### src/rtl/seq_alu.sv
// seq_alu: registered ALU with a valid/ready handshake on both sides.
// Single-cycle add/sub/mul/shift/square ops. Divide is a restoring divider
// that produces one quotient bit per cycle.
// Optional build macro: SEQ_ALU_SAT_EN makes ADD saturate to all-ones on
// carry and SUB saturate to zero on borrow. carry_out still reports the raw
// carry or borrow.
module seq_alu #(
    parameter int WIDTH = 8
) (
    input  logic             clk,
    input  logic             rst_n,
    input  logic             in_valid,
    output logic             in_ready,
    input  logic [WIDTH-1:0] a,
    input  logic [WIDTH-1:0] b,
    input  logic [3:0]       alu_sel,
    output logic             out_valid,
    input  logic             out_ready,
    output logic [WIDTH-1:0] result,
    output logic [WIDTH-1:0] result_hi,
    output logic             carry_out,
    output logic             zero,
    output logic             err
);

    // Divider iteration counter width, derived from WIDTH.
    localparam int CNT_W = $clog2(WIDTH + 1);
    localparam logic [CNT_W-1:0] DIV_LAST = CNT_W'(WIDTH - 1);

    localparam logic [3:0] OP_ADD = 4'b0000;
    localparam logic [3:0] OP_SUB = 4'b0001;
    localparam logic [3:0] OP_MUL = 4'b0010;
    localparam logic [3:0] OP_DIV = 4'b0011;
    localparam logic [3:0] OP_SHL = 4'b0100;
    localparam logic [3:0] OP_SHR = 4'b0101;
    localparam logic [3:0] OP_SQA = 4'b0110;
    localparam logic [3:0] OP_SQB = 4'b0111;

    typedef enum logic [1:0] {
        S_IDLE = 2'd0,
        S_DIV  = 2'd1,
        S_DONE = 2'd2
    } state_t;

    state_t state_reg;
    state_t state_next;

    // Output registers: held stable while in DONE.
    logic [WIDTH-1:0] result_reg;
    logic [WIDTH-1:0] result_hi_reg;
    logic             carry_reg;
    logic             zero_reg;
    logic             err_reg;

    // Divider working registers.
    logic [WIDTH-1:0] quo_reg;
    logic [WIDTH-1:0] rem_reg;
    logic [WIDTH-1:0] divisor_reg;
    logic [CNT_W-1:0] cnt_reg;

    // Combinational results for the op being accepted.
    logic [WIDTH-1:0]   op_res;
    logic [WIDTH-1:0]   op_hi;
    logic               op_carry;
    logic               op_err;
    logic               op_zero;
    logic               op_is_div;

    logic [WIDTH:0]     sum;
    logic [WIDTH:0]     diff;
    logic [WIDTH-1:0]   mul_x;
    logic [WIDTH-1:0]   mul_y;
    logic [2*WIDTH-1:0] prod;

    // One restoring-division step.
    logic [WIDTH:0]     rem_shift;
    logic [WIDTH:0]     trial;
    logic [WIDTH-1:0]   step_rem;
    logic [WIDTH-1:0]   step_quo;

    logic accept;
    logic div_last;

    assign accept   = in_valid && in_ready;
    assign div_last = (cnt_reg == DIV_LAST);

    // Shared adder/subtractor and one multiplier.
    // The multiplier operands are muxed so MUL, SQA and SQB use the same unit.
    always_comb begin
        sum   = {1'b0, a} + {1'b0, b};
        diff  = {1'b0, a} - {1'b0, b};
        mul_x = (alu_sel == OP_SQB) ? b : a;
        mul_y = (alu_sel == OP_SQA) ? a : b;
        prod  = {{WIDTH{1'b0}}, mul_x} * {{WIDTH{1'b0}}, mul_y};
    end

    // Decode the presented op into its result, high word and flags.
    always_comb begin
        op_res    = '0;
        op_hi     = '0;
        op_carry  = 1'b0;
        op_err    = 1'b0;
        op_is_div = 1'b0;
        case (alu_sel)
            OP_ADD: begin
                op_res   = sum[WIDTH-1:0];
                op_carry = sum[WIDTH];
`ifdef SEQ_ALU_SAT_EN
                if (sum[WIDTH]) begin
                    op_res = '1;
                end
`endif
            end
            OP_SUB: begin
                op_res   = diff[WIDTH-1:0];
                op_carry = diff[WIDTH];
`ifdef SEQ_ALU_SAT_EN
                if (diff[WIDTH]) begin
                    op_res = '0;
                end
`endif
            end
            OP_MUL, OP_SQA, OP_SQB: begin
                op_res   = prod[WIDTH-1:0];
                op_hi    = prod[2*WIDTH-1:WIDTH];
                op_carry = |prod[2*WIDTH-1:WIDTH];
            end
            OP_DIV: begin
                if (b == '0) begin
                    // Divide by zero finishes at once, with no DIV state.
                    op_res = '1;
                    op_hi  = a;
                    op_err = 1'b1;
                end else begin
                    op_is_div = 1'b1;
                end
            end
            OP_SHL: begin
                op_res   = {a[WIDTH-2:0], 1'b0};
                op_carry = a[WIDTH-1];
            end
            OP_SHR: begin
                op_res   = {1'b0, a[WIDTH-1:1]};
                op_carry = a[0];
            end
            default: begin
                op_err = 1'b1;
            end
        endcase
        op_zero = (op_res == '0);
    end

    // Restoring division: shift in the next dividend bit, then subtract if it fits.
    always_comb begin
        rem_shift = {rem_reg, quo_reg[WIDTH-1]};
        trial     = rem_shift - {1'b0, divisor_reg};
        if (!trial[WIDTH]) begin
            step_rem = trial[WIDTH-1:0];
            step_quo = {quo_reg[WIDTH-2:0], 1'b1};
        end else begin
            step_rem = rem_shift[WIDTH-1:0];
            step_quo = {quo_reg[WIDTH-2:0], 1'b0};
        end
    end

    // FSM state register.
    always_ff @(posedge clk or negedge rst_n) begin
        if (!rst_n) begin
            state_reg <= S_IDLE;
        end else begin
            state_reg <= state_next;
        end
    end

    // FSM next-state logic.
    always_comb begin
        state_next = state_reg;
        case (state_reg)
            S_IDLE: begin
                if (accept) begin
                    state_next = op_is_div ? S_DIV : S_DONE;
                end
            end
            S_DIV: begin
                if (div_last) begin
                    state_next = S_DONE;
                end
            end
            S_DONE: begin
                if (out_ready) begin
                    state_next = S_IDLE;
                end
            end
            default: state_next = S_IDLE;
        endcase
    end

    // FSM outputs: accept only in IDLE, present the result only in DONE.
    always_comb begin
        in_ready  = (state_reg == S_IDLE);
        out_valid = (state_reg == S_DONE);
    end

    // Datapath: capture operands or results at accept, run the divider in DIV.
    always_ff @(posedge clk or negedge rst_n) begin
        if (!rst_n) begin
            result_reg    <= '0;
            result_hi_reg <= '0;
            carry_reg     <= 1'b0;
            zero_reg      <= 1'b0;
            err_reg       <= 1'b0;
            quo_reg       <= '0;
            rem_reg       <= '0;
            divisor_reg   <= '0;
            cnt_reg       <= '0;
        end else if (accept) begin
            if (op_is_div) begin
                quo_reg     <= a;
                rem_reg     <= '0;
                divisor_reg <= b;
                cnt_reg     <= '0;
            end else begin
                result_reg    <= op_res;
                result_hi_reg <= op_hi;
                carry_reg     <= op_carry;
                zero_reg      <= op_zero;
                err_reg       <= op_err;
            end
        end else if (state_reg == S_DIV) begin
            quo_reg <= step_quo;
            rem_reg <= step_rem;
            cnt_reg <= cnt_reg + CNT_W'(1);
            if (div_last) begin
                result_reg    <= step_quo;
                result_hi_reg <= step_rem;
                carry_reg     <= 1'b0;
                zero_reg      <= (step_quo == '0);
                err_reg       <= 1'b0;
            end
        end
    end

    assign result    = result_reg;
    assign result_hi = result_hi_reg;
    assign carry_out = carry_reg;
    assign zero      = zero_reg;
    assign err       = err_reg;

endmodule

### config.mk
export PLATFORM = sky130hd
export DESIGN_NAME = seq_alu
export DESIGN_NICKNAME = d
export VERILOG_FILES = /design/src/rtl/seq_alu.sv
export SDC_FILE = /design/constraint.sdc
export NUM_CORES = 1
export LEC_CHECK = 0
export BUFFER_PORTS_ARGS = -buffer_cell sky130_fd_sc_hd__buf_2
export CAP_MARGIN = 10
export CORE_ASPECT_RATIO = 1.1
export CORE_MARGIN = 10
export CORE_UTILIZATION = 62
export DETAILED_ROUTE_END_ITERATION = 12
export PLACE_DENSITY_LB_ADDON = 0.12
export RECOVER_POWER = 50
export SLEW_MARGIN = 10
export SYNTH_ARGS = -nofsm -noshare
export SYNTH_HDL_FRONTEND = slang
export SYNTH_SLANG_ARGS = --single-unit
export TNS_END_PERCENT = 10
### constraint.sdc
create_clock -name clk -period 6.5 [get_ports clk]
set_input_delay 1.3 -clock clk [delete_from_list [all_inputs] [get_ports clk]]
set_output_delay 1.3 -clock clk [all_outputs]
set_load 0.03 [all_outputs]
==> metrics.md <==
| Metric | Value |
|---|---|
| Result of the run | `complete, but fails checks` |
| Violated checks | `capacitance limit, slew limit` |
| Final Worst Setup Slack | `about 0.29 ns` |
| Vias in the first global route | `approximately 5600` |
| Number of CTS-inserted buffers | `5` |
| Setup repair after global routing missed its margin | `no` |
| Clock period minus final worst setup slack | `slightly above 6 ns` |
| Syn_area_per_cell | `between 8 and 9 um2` |
| Clock Skews | `~0.0064 ns` |
| Worst Path Arrival | `between 6 and 7 ns` |
| Cell chosen for the clock root | `sky130_fd_sc_hd__clkbuf_8` |
| Final hold viol count | `0` |
| Kind of end point of the critical path | `flip-flop` |
| Number of primary I/O pins | `45` |
| Post-synthesis instance area | `5910 um2` |
| Post-detailed-route via-to-cell ratio | `around 6` |
| Tot Pwr | `approximately 2.1 mW` |
| Largest fanout on the critical path | `15` |
| Number of DRC markers in iteration 0 | `between 400 and 500` |
| Post-cts gate resize count | `0` |
| Cell row count | `37` |
| Area share of the leading cell type in the synthesized netlist | `0.207` |
| Post-cts hold buffer count | `0` |
| Most common flop cell mapped by yosys | `sky130_fd_sc_hd__dfrtp_1` |
| Relative slew slack | `-0.753` |
| Number of flops mapped to enable cells by yosys | `0` |
| Critical Setup Path Class | `input port to flip-flop` |
| Leak | `3.24 nW` |
| Vias | `between 5000 and 6000` |
| Count of antenna-violating nets left after detailed routing | `0` |
| HPWL after detailed placement | `approximately 14000 um` |
| Layout overhead on the synthesized area | `11.2%` |
| Net load switching power | `roughly 0.98 mW` |
| Global-route usage over all layers | `0.248` |
| Period utilization | `0.955` |
| Library cells used by synthesis | `78` |
| Sort of element at the start of the critical path | `input port` |
| Biggest area consumer among synthesized cells | `sky130_fd_sc_hd__dfrtp_1` |
| Kind of path behind the tightest hold check | `flip-flop to flip-flop` |
| Portion of the post-synthesis area used by sequential elements | `0.207` |
| Data required time of the critical path | `~6.7 ns` |
| Yosys warning total | `0` |
| Proportion of synthesized flip-flops having asynchronous set or reset | `1.00` |
| Fin Hold WS | `between 0.4 and 0.5 ns` |
| # port buffers | `44` |
| Count of clock tree sinks | `slightly below 50` |
| Total iterations of the first detailed-routing run | `8` |
| Total of flip-flops plus latches after synthesis | `just under 50` |
| Die Area | `13900 um2` |
| Number of diodes added for antenna fixing | `0` |
| Maximum number of pins on one net before global-route repair | `50` |
| Number of post-CTS setup repair buffers | `0` |
| Residual overflow from global routing | `0` |
| Die Span Y | `122 um` |
| Max Transition Viols Final | `50` |
| Internal cell power | `~1.1 mW` |
| Core region area | `9350 um2` |
| TritonCTS clock tree | `built` |
| Synthesized netlist cell count | `~700` |
| Cell Pwr Density | `between 300 and 400 nW/um2` |
| Fraction of power consumed by combinational cells | `0.661` |
| Initial standard-cell utilization of the core | `0.632` |
| Max Clock Freq | `between 150 and 200 MHz` |
| Routed len/inst | `between 15 and 20 um` |
| Net count after synthesis | `827` |
| Pin slew with the least headroom to its limit | `2.63 ns` |
| DIE WIDTH | `around 110 um` |
| Final-report setup violation count | `0` |
| Sequential Power Share | `0.230` |
| Wire length of the first global-routing pass | `28300 um` |
| H-tree level count | `2` |
| Maximum vdd drop | `between 0.00015 and 0.0002 V` |
| Placer congestion estimate | `~0.95` |
| Share of layout cells above drive strength 1 | `0.171` |
| Placement Setup Slack | `-0.213 ns` |
| Part of the power in the clock network | `0.109` |
| # Max-Cap Violations | `1` |
| Leading cell types by total area after synthesis | `sky130_fd_sc_hd__dfrtp_1 (21%), sky130_fd_sc_hd__fa_1 (13%), sky130_fd_sc_hd__ha_1 (13%)` |
| Clock transition at the registers of the reported paths | `about 0.09 ns` |
| Clock tree buffer depth | `2` |
| Net count, final | `887` |
| Clock insertion delay at the later pin of the skew report | `~0.31 ns` |
| Switching part of the total | `0.472` |
| Initial antenna violation count | `0` |
| DRC viols | `0` |
| Routed wire length | `between 15000 and 20000 um` |
-- worst max-delay path, cell delays in order --
cell                       delay, ns
sky130_fd_sc_hd__buf_2          0.14
sky130_fd_sc_hd__nor4bb_2       0.29
sky130_fd_sc_hd__buf_4          0.28
sky130_fd_sc_hd__nor2_1         0.10
sky130_fd_sc_hd__a21oi_2        0.31
sky130_fd_sc_hd__or2_2          0.19
sky130_fd_sc_hd__fa_1           0.43
sky130_fd_sc_hd__fa_1           0.49
sky130_fd_sc_hd__inv_1          0.05
sky130_fd_sc_hd__fa_1           0.53
sky130_fd_sc_hd__inv_1          0.06
sky130_fd_sc_hd__fa_1           0.52
sky130_fd_sc_hd__inv_1          0.04
sky130_fd_sc_hd__ha_1           0.35
sky130_fd_sc_hd__o21ai_0        0.13
sky130_fd_sc_hd__o21ai_1        0.10
sky130_fd_sc_hd__a31o_2         0.28
sky130_fd_sc_hd__a41oi_1        0.26
sky130_fd_sc_hd__xnor2_1        0.13
sky130_fd_sc_hd__nor4_1         0.31
sky130_fd_sc_hd__a21oi_1        0.10
-- cells by family after synthesis --
logic type | after synthesis | synth area share
adder cells (fa/ha/maj) | 100 | 0.261
AND/OR/NAND/NOR | 243 | 0.208
flip-flops | 49 | 0.207
XOR/XNOR | 22 | 0.0338
multiplexers | 13 | 0.0239
AO/OA/AOI/OAI | 177 | 0.198
buffers and inverters | 99 | 0.0681
-- power by group through the flow --
stage               logic [mW]  registers (mW)  clock network [mW]
finish                    1.38           0.479               0.228
global route              1.54           0.489               0.241
CTS                       1.37           0.475               0.230
detailed placement        1.35           0.479                   0
global placement          1.32           0.475                   0
floorplan                0.880           0.545                   0
-- worst paths after layout --
check	start	end	slack [ns]	depth (start not counted)
max in group asynchronous	rst_n	err	3.20	1
setup reg to reg	quo_reg[7]	result_hi[6]	3.38	11
hold reg to reg	result[6]	result[6]	0.48	2
min in group asynchronous	rst_n	divisor_reg[7]	1.80	1
hold / removal	result[6]	result[6]	0.48	2
setup / recovery	alu_sel[0]	carry_out	0.29	21
-- layer usage --
layer	track usage	wire length (um)	share of wire
met3	0.0312	1050	0.061
met2	0.439	8680	0.51
met5	0	0	0
met1	0.297	6750	0.39
met4	0.105	687	0.040
-- stage by stage --
| stage | util | instances | instance area [um2] | setup TNS [ns] |
|---|---|---|---|---|
| floorplan | - | 703 | 5920 | 0 |
| CTS | 0.701 | 881 | 6560 | 0 |
| detailed placement | 0.689 | 873 | 6440 | -0.462 |
| finish | 0.704 | 881 | 6580 | 0 |
| global placement | 0.689 | 873 | 6440 | 0 |
| global route | 0.704 | 881 | 6580 | 0 |
-- placed cells by master, fill, tap and decap left out, drive strengths merged, types with 6 or more instances in the layout --
master / netlist / layout
a21o: 10 / 10
a31oi: 8 / 8
o31ai: 10 / 10
or2: 20 / 20
nand3: 11 / 11
inv: 71 / 71
mux2i: 10 / 10
o21ai: 46 / 46
xnor2: 14 / 14
a211oi: 8 / 8
fa: 39 / 39
buf: 14 / 70
ha: 61 / 61
nor2: 86 / 86
nor2b: 6 / 6
nor3: 11 / 11
a22oi: 8 / 8
xor2: 8 / 8
clkbuf: 14 / 18
dfrtp: 49 / 49
nor4: 6 / 6
nand2: 71 / 71
a21oi: 42 / 42
-- final cells by class --
class                      instances  area [um2]
multi-input combinational        555        4340
fill                             769        2770
sequential                        49        1230
timing repair buffer              81         484
inverter                          71         267
tap                              117         146
clock buffer                       7        86.3
clock inverter                     1        30.0
-- synthesized netlist by cell type, drive strengths merged, types with 4 or more instances --
master / n
xnor2: 14
a222oi: 4
fa: 39
clkbuf: 14
or4: 4
nand3: 11
a31oi: 8
nand2: 71
or2: 20
nor4: 6
a21o: 10
xor2: 8
inv: 71
a21oi: 42
o211ai: 4
nand2b: 5
o21ai: 46
ha: 61
or3: 5
a211oi: 8
dfrtp: 49
mux2i: 10
nor3: 11
a22oi: 8
buf: 14
o31ai: 10
nor2b: 6
nor2: 86
and2: 5
Power figures use the tool's default switching activity.
